## src/rtl/rv_mc_ctrl.sv

```systemverilog
`default_nettype none
// ============================================================================
// rv_mc_ctrl : RV32I multi-cycle control FSM (fetch/decode/exec/mem/wb + ERR)
// Build option ILLEGAL_TRAP_EN: illegal instructions trap to ERR instead of NOP
// Revision   : 1.0
// ============================================================================
module rv_mc_ctrl #(
   parameter int RESET_WAIT  = 2,
   parameter int ACK_TIMEOUT = 16
) (
   input  logic        clk,
   input  logic        rst_n,
   output logic        imem_req_o,
   input  logic        imem_ack_i,
   input  logic [31:0] imem_rdata_i,
   output logic        dmem_req_o,
   output logic        dmem_we_o,
   input  logic        dmem_ack_i,
   input  logic        br_taken_i,
   output logic [31:0] ir_o,
   output logic        alu_a_sel_o,
   output logic        alu_b_sel_o,
   output logic        rf_we_o,
   output logic [1:0]  wb_sel_o,
   output logic        pc_we_o,
   output logic [1:0]  pc_sel_o,
   output logic [2:0]  state_o,
   output logic        err_o
);

   typedef enum logic [2:0] {
      S_IDLE   = 3'd0,
      S_FETCH  = 3'd1,
      S_DECODE = 3'd2,
      S_EXEC   = 3'd3,
      S_MEM    = 3'd4,
      S_WB     = 3'd5,
      S_ERR    = 3'd7
   } state_t;

   localparam int               CNT_W        = 16;
   localparam logic [CNT_W-1:0] c_WAIT_LAST  = CNT_W'(RESET_WAIT - 1);
   localparam logic [CNT_W-1:0] c_TMO_LAST   = CNT_W'(ACK_TIMEOUT - 1);
   localparam logic [31:0]      c_NOP        = 32'h0000_0013;
   localparam logic [4:0]       c_OPC_LOAD   = 5'b00000;
   localparam logic [4:0]       c_OPC_OPIMM  = 5'b00100;
   localparam logic [4:0]       c_OPC_AUIPC  = 5'b00101;
   localparam logic [4:0]       c_OPC_STORE  = 5'b01000;
   localparam logic [4:0]       c_OPC_OP     = 5'b01100;
   localparam logic [4:0]       c_OPC_LUI    = 5'b01101;
   localparam logic [4:0]       c_OPC_BRANCH = 5'b11000;
   localparam logic [4:0]       c_OPC_JALR   = 5'b11001;
   localparam logic [4:0]       c_OPC_JAL    = 5'b11011;

   state_t             state_q;
   logic [31:0]        ir_q;
   logic [CNT_W-1:0]   cnt_q;
   logic               imem_req_q, dmem_req_q, dmem_we_q;
   logic               alu_a_q, alu_b_q, rf_we_q, pc_we_q, err_q;
   logic [1:0]         wb_sel_q, pc_sel_q;

   logic [4:0] w_opc;
   logic       w_std, w_op, w_opimm, w_lui, w_auipc, w_load, w_store;
   logic       w_branch, w_jal, w_jalr, w_legal, w_rd_nz;
   logic       w_a_sel, w_b_sel, w_exec_br, w_st_done;
   logic [1:0] w_wb_sel, w_pc_sel_wb;

   assign w_opc    = ir_q[6:2];
   assign w_std    = (ir_q[1:0] == 2'b11);
   assign w_op     = w_std && (w_opc == c_OPC_OP);
   assign w_opimm  = w_std && (w_opc == c_OPC_OPIMM);
   assign w_lui    = w_std && (w_opc == c_OPC_LUI);
   assign w_auipc  = w_std && (w_opc == c_OPC_AUIPC);
   assign w_load   = w_std && (w_opc == c_OPC_LOAD);
   assign w_store  = w_std && (w_opc == c_OPC_STORE);
   assign w_branch = w_std && (w_opc == c_OPC_BRANCH);
   assign w_jal    = w_std && (w_opc == c_OPC_JAL);
   assign w_jalr   = w_std && (w_opc == c_OPC_JALR);
   assign w_legal  = w_op | w_opimm | w_lui | w_auipc | w_load | w_store |
                     w_branch | w_jal | w_jalr;
   assign w_rd_nz  = (ir_q[11:7] != 5'd0);

   // Operand selects stay stable from EXEC through MEM/WB since there is no ALU output register
   assign w_a_sel     = w_auipc | w_jal;
   assign w_b_sel     = w_opimm | w_auipc | w_load | w_store | w_jal | w_jalr;
   assign w_wb_sel    = w_lui ? 2'b11 : w_load ? 2'b01 : (w_jal | w_jalr) ? 2'b10 : 2'b00;
   assign w_pc_sel_wb = w_jal ? 2'b01 : w_jalr ? 2'b10 : 2'b00;

   always_ff @(posedge clk or negedge rst_n) begin
      if (!rst_n) begin
         state_q    <= S_IDLE;
         ir_q       <= c_NOP;
         cnt_q      <= '0;
         imem_req_q <= 1'b0;
         dmem_req_q <= 1'b0;
         dmem_we_q  <= 1'b0;
         alu_a_q    <= 1'b0;
         alu_b_q    <= 1'b0;
         rf_we_q    <= 1'b0;
         wb_sel_q   <= 2'b00;
         pc_we_q    <= 1'b0;
         pc_sel_q   <= 2'b00;
         err_q      <= 1'b0;
      end else begin
         imem_req_q <= 1'b0;
         dmem_req_q <= 1'b0;
         dmem_we_q  <= 1'b0;
         alu_a_q    <= 1'b0;
         alu_b_q    <= 1'b0;
         rf_we_q    <= 1'b0;
         wb_sel_q   <= 2'b00;
         pc_we_q    <= 1'b0;
         pc_sel_q   <= 2'b00;
         case (state_q)
            S_IDLE: begin
               if ((RESET_WAIT == 0) || (cnt_q == c_WAIT_LAST)) begin
                  state_q    <= S_FETCH;
                  cnt_q      <= '0;
                  imem_req_q <= 1'b1;
               end else begin
                  cnt_q <= cnt_q + 16'd1;
               end
            end
            S_FETCH: begin
               if (imem_ack_i) begin
                  ir_q    <= imem_rdata_i;
                  state_q <= S_DECODE;
               end else if ((ACK_TIMEOUT != 0) && (cnt_q == c_TMO_LAST)) begin
                  state_q <= S_ERR;
                  err_q   <= 1'b1;
               end else begin
                  cnt_q      <= cnt_q + 16'd1;
                  imem_req_q <= 1'b1;
               end
            end
            S_DECODE: begin
               if (w_legal) begin
                  state_q <= S_EXEC;
                  alu_a_q <= w_a_sel;
                  alu_b_q <= w_b_sel;
                  pc_we_q <= w_branch;
               end
`ifdef ILLEGAL_TRAP_EN
               else begin
                  state_q <= S_ERR;
                  err_q   <= 1'b1;
               end
`else
               else begin
                  state_q <= S_WB;
                  pc_we_q <= 1'b1;
               end
`endif
            end
            S_EXEC: begin
               if (w_branch) begin
                  state_q    <= S_FETCH;
                  cnt_q      <= '0;
                  imem_req_q <= 1'b1;
               end else if (w_load | w_store) begin
                  state_q    <= S_MEM;
                  cnt_q      <= '0;
                  dmem_req_q <= 1'b1;
                  dmem_we_q  <= w_store;
                  alu_a_q    <= w_a_sel;
                  alu_b_q    <= w_b_sel;
               end else begin
                  state_q  <= S_WB;
                  alu_a_q  <= w_a_sel;
                  alu_b_q  <= w_b_sel;
                  rf_we_q  <= w_rd_nz;
                  wb_sel_q <= w_wb_sel;
                  pc_we_q  <= 1'b1;
                  pc_sel_q <= w_pc_sel_wb;
               end
            end
            S_MEM: begin
               if (dmem_ack_i) begin
                  if (dmem_we_q) begin
                     state_q    <= S_FETCH;
                     cnt_q      <= '0;
                     imem_req_q <= 1'b1;
                  end else begin
                     state_q  <= S_WB;
                     alu_a_q  <= w_a_sel;
                     alu_b_q  <= w_b_sel;
                     rf_we_q  <= w_rd_nz;
                     wb_sel_q <= 2'b01;
                     pc_we_q  <= 1'b1;
                  end
               end else if ((ACK_TIMEOUT != 0) && (cnt_q == c_TMO_LAST)) begin
                  state_q <= S_ERR;
                  err_q   <= 1'b1;
               end else begin
                  cnt_q      <= cnt_q + 16'd1;
                  dmem_req_q <= 1'b1;
                  dmem_we_q  <= dmem_we_q;
                  alu_a_q    <= w_a_sel;
                  alu_b_q    <= w_b_sel;
               end
            end
            S_WB: begin
               state_q    <= S_FETCH;
               cnt_q      <= '0;
               imem_req_q <= 1'b1;
            end
            S_ERR: begin
               state_q <= S_ERR;
            end
            default: begin
               state_q <= S_ERR;
               err_q   <= 1'b1;
            end
         endcase
      end
   end

   // Branch target select and store completion depend on same-cycle inputs
   assign w_exec_br = (state_q == S_EXEC) && w_branch;
   assign w_st_done = (state_q == S_MEM) && dmem_we_q && dmem_ack_i;

   assign imem_req_o  = imem_req_q;
   assign dmem_req_o  = dmem_req_q;
   assign dmem_we_o   = dmem_we_q;
   assign ir_o        = ir_q;
   assign alu_a_sel_o = alu_a_q;
   assign alu_b_sel_o = alu_b_q;
   assign rf_we_o     = rf_we_q;
   assign wb_sel_o    = wb_sel_q;
   assign pc_we_o     = pc_we_q | w_st_done;
   assign pc_sel_o    = w_exec_br ? {1'b0, br_taken_i} : pc_sel_q;
   assign state_o     = state_q;
   assign err_o       = err_q;

endmodule
`default_nettype wire
```

## config.mk

```make
export PLATFORM = sky130hd
export DESIGN_NAME = rv_mc_ctrl
export DESIGN_NICKNAME = d
export VERILOG_FILES = /design/src/rtl/rv_mc_ctrl.sv
export SDC_FILE = /design/constraint.sdc
export NUM_CORES = 1
export LEC_CHECK = 0
export ABC_AREA = 1
export CAP_MARGIN = 10
export CORE_ASPECT_RATIO = 0.7
export CORE_MARGIN = 2
export CORE_UTILIZATION = 25
export DETAILED_ROUTE_END_ITERATION = 10
export SYNTH_ARGS = -nofsm -noshare
export SYNTH_HDL_FRONTEND = slang
export SYNTH_SLANG_ARGS = --single-unit
```

## constraint.sdc

```tcl
create_clock -name clk -period 2.91 [get_ports clk]
set_clock_uncertainty 0.1 [all_clocks]
set_input_delay 0.4365 -clock clk [delete_from_list [all_inputs] [get_ports clk]]
set_output_delay 0.4365 -clock clk [all_outputs]
set_load 0.02 [all_outputs]
```

==> impl_metrics.csv <==
group,metric,value,unit
setup_path,worstPathCellList,"inv_1 -> nand2_1 -> nor2_2 -> nand2_1 -> nor2_1 -> nand2_1 -> nand2_1 -> clkdlybuf4s50_1",
power,ir_drop,0.2283,mV
setup_path,cp_slowest_stage_delay,600,ps
sta,slew_headroom,0.6534,
sta,finalCritPeriodShare,0.9289,
sta,finalSetupViolations,0,
sta,hold_violations,0,
final_layout,final_area,0.004923,sq mm
sta,setup_slack,206.9,ps
setup_path,cp-start-kind,"flop",
yosys,ys_types,36,
placement,port_buffers,83,
setup_path,worst-path-buf-inv,2,
setup_path,crit_type,"reg2out",
placement,postPlaceCellArea,0.004609,sq mm
sta,fin_crit,2703,ps
final_layout,fin_cells,784,
cts,cts-buffers-inserted,9,
yosys,avgSynthCellArea,7.144,sq um
final_layout,antenna_cells,0,
setup_path,crit_top_cell,"nand2_1",
cts,clockRootBuffer,"clkbuf_16",
floorplan,floorplan.rows,36,
yosys,synth_nets,542,
floorplan,io_pins,84,
final_layout,synthToLayoutAreaGrowth,37.01,%
placement,place_congestion,0.9240,
sta,tightest_slew,519.2,ps
setup_path,crit_fanout,5,
yosys,ys_ff_latch,63,
yosys,syn_area,0.003593,sq mm
placement,post-place-cells,767,
detailed_routing,vias_per_cell,4.559,
grt,grt_max_degree,56,
cts,cts_max_path_buffers,2,
setup_path,crit_required,2370,ps
detailed_routing,firstDrtPassIters,5,
cts,clock_latency,330,ps
setup_path,critPathArrivalTime,2170,ps
sta,tns,0,ps
yosys,async_reset_ff_frac,1.000,
cts,clkSlewWorstSetupHoldPaths,50,ps
sta,max_freq,369.9,MHz
final_layout,drive_gt1_frac,0.08249,
job,max_cap_viol_count,0,
placement,dp_hpwl,7616,microns
hold_path,hold_path_class,"reg2reg",
grt,grt_pass1_wl,17700,microns
yosys,synth-edff-count,0,
power,p_leak,2.373,nW
final_layout,final_common_cell,"nand2_1",
floorplan,die_h,104.3,microns
grt,overflow,0,
floorplan,die-area,0.01536,sq mm
yosys,yosysWarnings,0,
floorplan,core,0.01396,sq mm
sta,holdWs,377.5,ps
detailed_routing,vias,3574,
setup_path,end_kind,"output port",
status,status,"complete, no violations",
detailed_routing,ant_nets,0,
yosys,synth_seq_area_share,0.4398,
sta,rsz0062_at_grt,"false",
detailed_routing,drc,0,
detailed_routing,wirelength,10410,microns
placement,dp_slack,454.9,ps
setup_path,crit_family,"buffers and inverters",
sta,final_max_slew_viol_count,0,
cts,htree_levels,3,
yosys,synthCells,503,
cts,post-cts-setup-buffers,0,
yosys,synth-main-ff-cell,"dfrtp_1",
grt,grt_usage,0.1433,
setup_path,r2r_setup_slack,580,ps
final_layout,final_cell_mix,"nand2_1, clkdlybuf4s50_1, dfrtp_1, nor2_1, nand3_1",
cts,cts_tree,"built",
grt,grt_pass1_vias,3513,
setup_path,cp_slowest_cell,"clkdlybuf4s50_1",
floorplan,initial_core_util,0.2573,
detailed_routing,drt_iter0_drc,311,
cts,cts.sinks,63,
final_layout,nNetsFinal,628,
floorplan,die_x,147.3,microns
power,cellPowerDensity,446.1,mW/mm^2
detailed_routing,wl_per_cell,13.27,microns
grt,antenna_found_initial,0,
==> path summary, 6_finish.rpt <==
path                            startpoint  cells past startpoint          end
worst max register to register    cnt_q[0]                      8   imem_req_o
max in group asynchronous            rst_n                      3      ir_o[0]
worst max-delay path               ir_o[2]                      8  pc_sel_o[0]
worst min register to register     ir_o[0]                      2      ir_o[0]
min in group asynchronous            rst_n                      2   imem_req_o
worst min-delay path               ir_o[0]                      2      ir_o[0]
==> cell usage after synthesis (3+ instances only) <==
cell / number / area [sq um]
nand2_1: 207 / 777.0
nor3_1: 3 / 15.01
inv_2: 7 / 26.28
a21oi_1: 5 / 25.02
o21ai_0: 14 / 70.07
dfrtp_1: 60 / 1501
buf_6: 3 / 33.78
buf_4: 4 / 30.03
inv_1: 39 / 146.4
dfstp_2: 3 / 78.83
nand4_1: 22 / 137.6
nand3_1: 44 / 220.2
nor2_2: 7 / 43.79
o21ai_1: 6 / 30.03
o21bai_1: 3 / 22.52
nor2_1: 45 / 168.9
buf_2: 3 / 15.01
==> metrics by stage <==
stage               total power, mW    util
floorplan                    0.9945       -
global placement              1.126  0.3301
detailed placement            1.128  0.3301
CTS                           2.225  0.3522
global route                  2.282  0.3526
finish                        2.196  0.3526
==> registers in the layout (all words and copies together), names as in the netlist, 2 cells and up <==
signal / flops
cnt_q: 16
ir_o: 32
pc_sel_q: 2
state_o: 3
wb_sel_o: 2
==> worst min-delay path, cell delays in order (launching register included) <==
cell and delay, ps:
dfstp_2 370, nand2_1 60, nand2_1 50
==> report_power, final <==
| group | leakage, nW | internal (mW) | total (mW) | switching (mW) |
|---|---|---|---|---|
| registers | 0.784 | 0.902 | 0.922 | 0.0197 |
| clock network | 0.146 | 0.686 | 1.08 | 0.398 |
| logic | 1.44 | 0.0969 | 0.190 | 0.0935 |
| total | 2.37 | 1.69 | 2.20 | 0.511 |
==> cell type report <==
| type | instances | area [sq um] |
|---|---|---|
| well taps | 190 | 237.7 |
| clock inverters | 5 | 56.30 |
| multi-input cells | 380 | 1749 |
| flip-flops and latches | 63 | 1580 |
| fillers | 1478 | 9040 |
| repair buffers | 88 | 878.3 |
| inverters | 47 | 178.9 |
| clock buffers | 11 | 242.7 |
==> cells by family (layout without fill, tap and decap cells) <==
family	count (synthesis)	after routing	share of synthesized area
buffers and inverters	60	151	0.07486
and+or+nand+nor	338	338	0.4095
DFF	63	63	0.4398
adders and majority gates	2	2	0.006963
xor gates and xnor gates	2	2	0.004876
AOI/OAI and AO/OA	38	38	0.06407
==> repair_timing <==
action | in CTS | in global routing
gates resized for setup | 0 | 1
hold buffers | 1 | 0
setup endpoints to repair | 0 | 2
endpoints found under the hold margin | 8 | 0
==> layer usage <==
metal  vias up  part of all wire  global-route usage
met4         0             0.015             0.04808
met5         -                 0                   0
met3        14             0.079             0.04605
li1       1781                 -                   -
met1      1647              0.51              0.2086
met2       132              0.40              0.1979
Power figures use the tool's default switching activity.
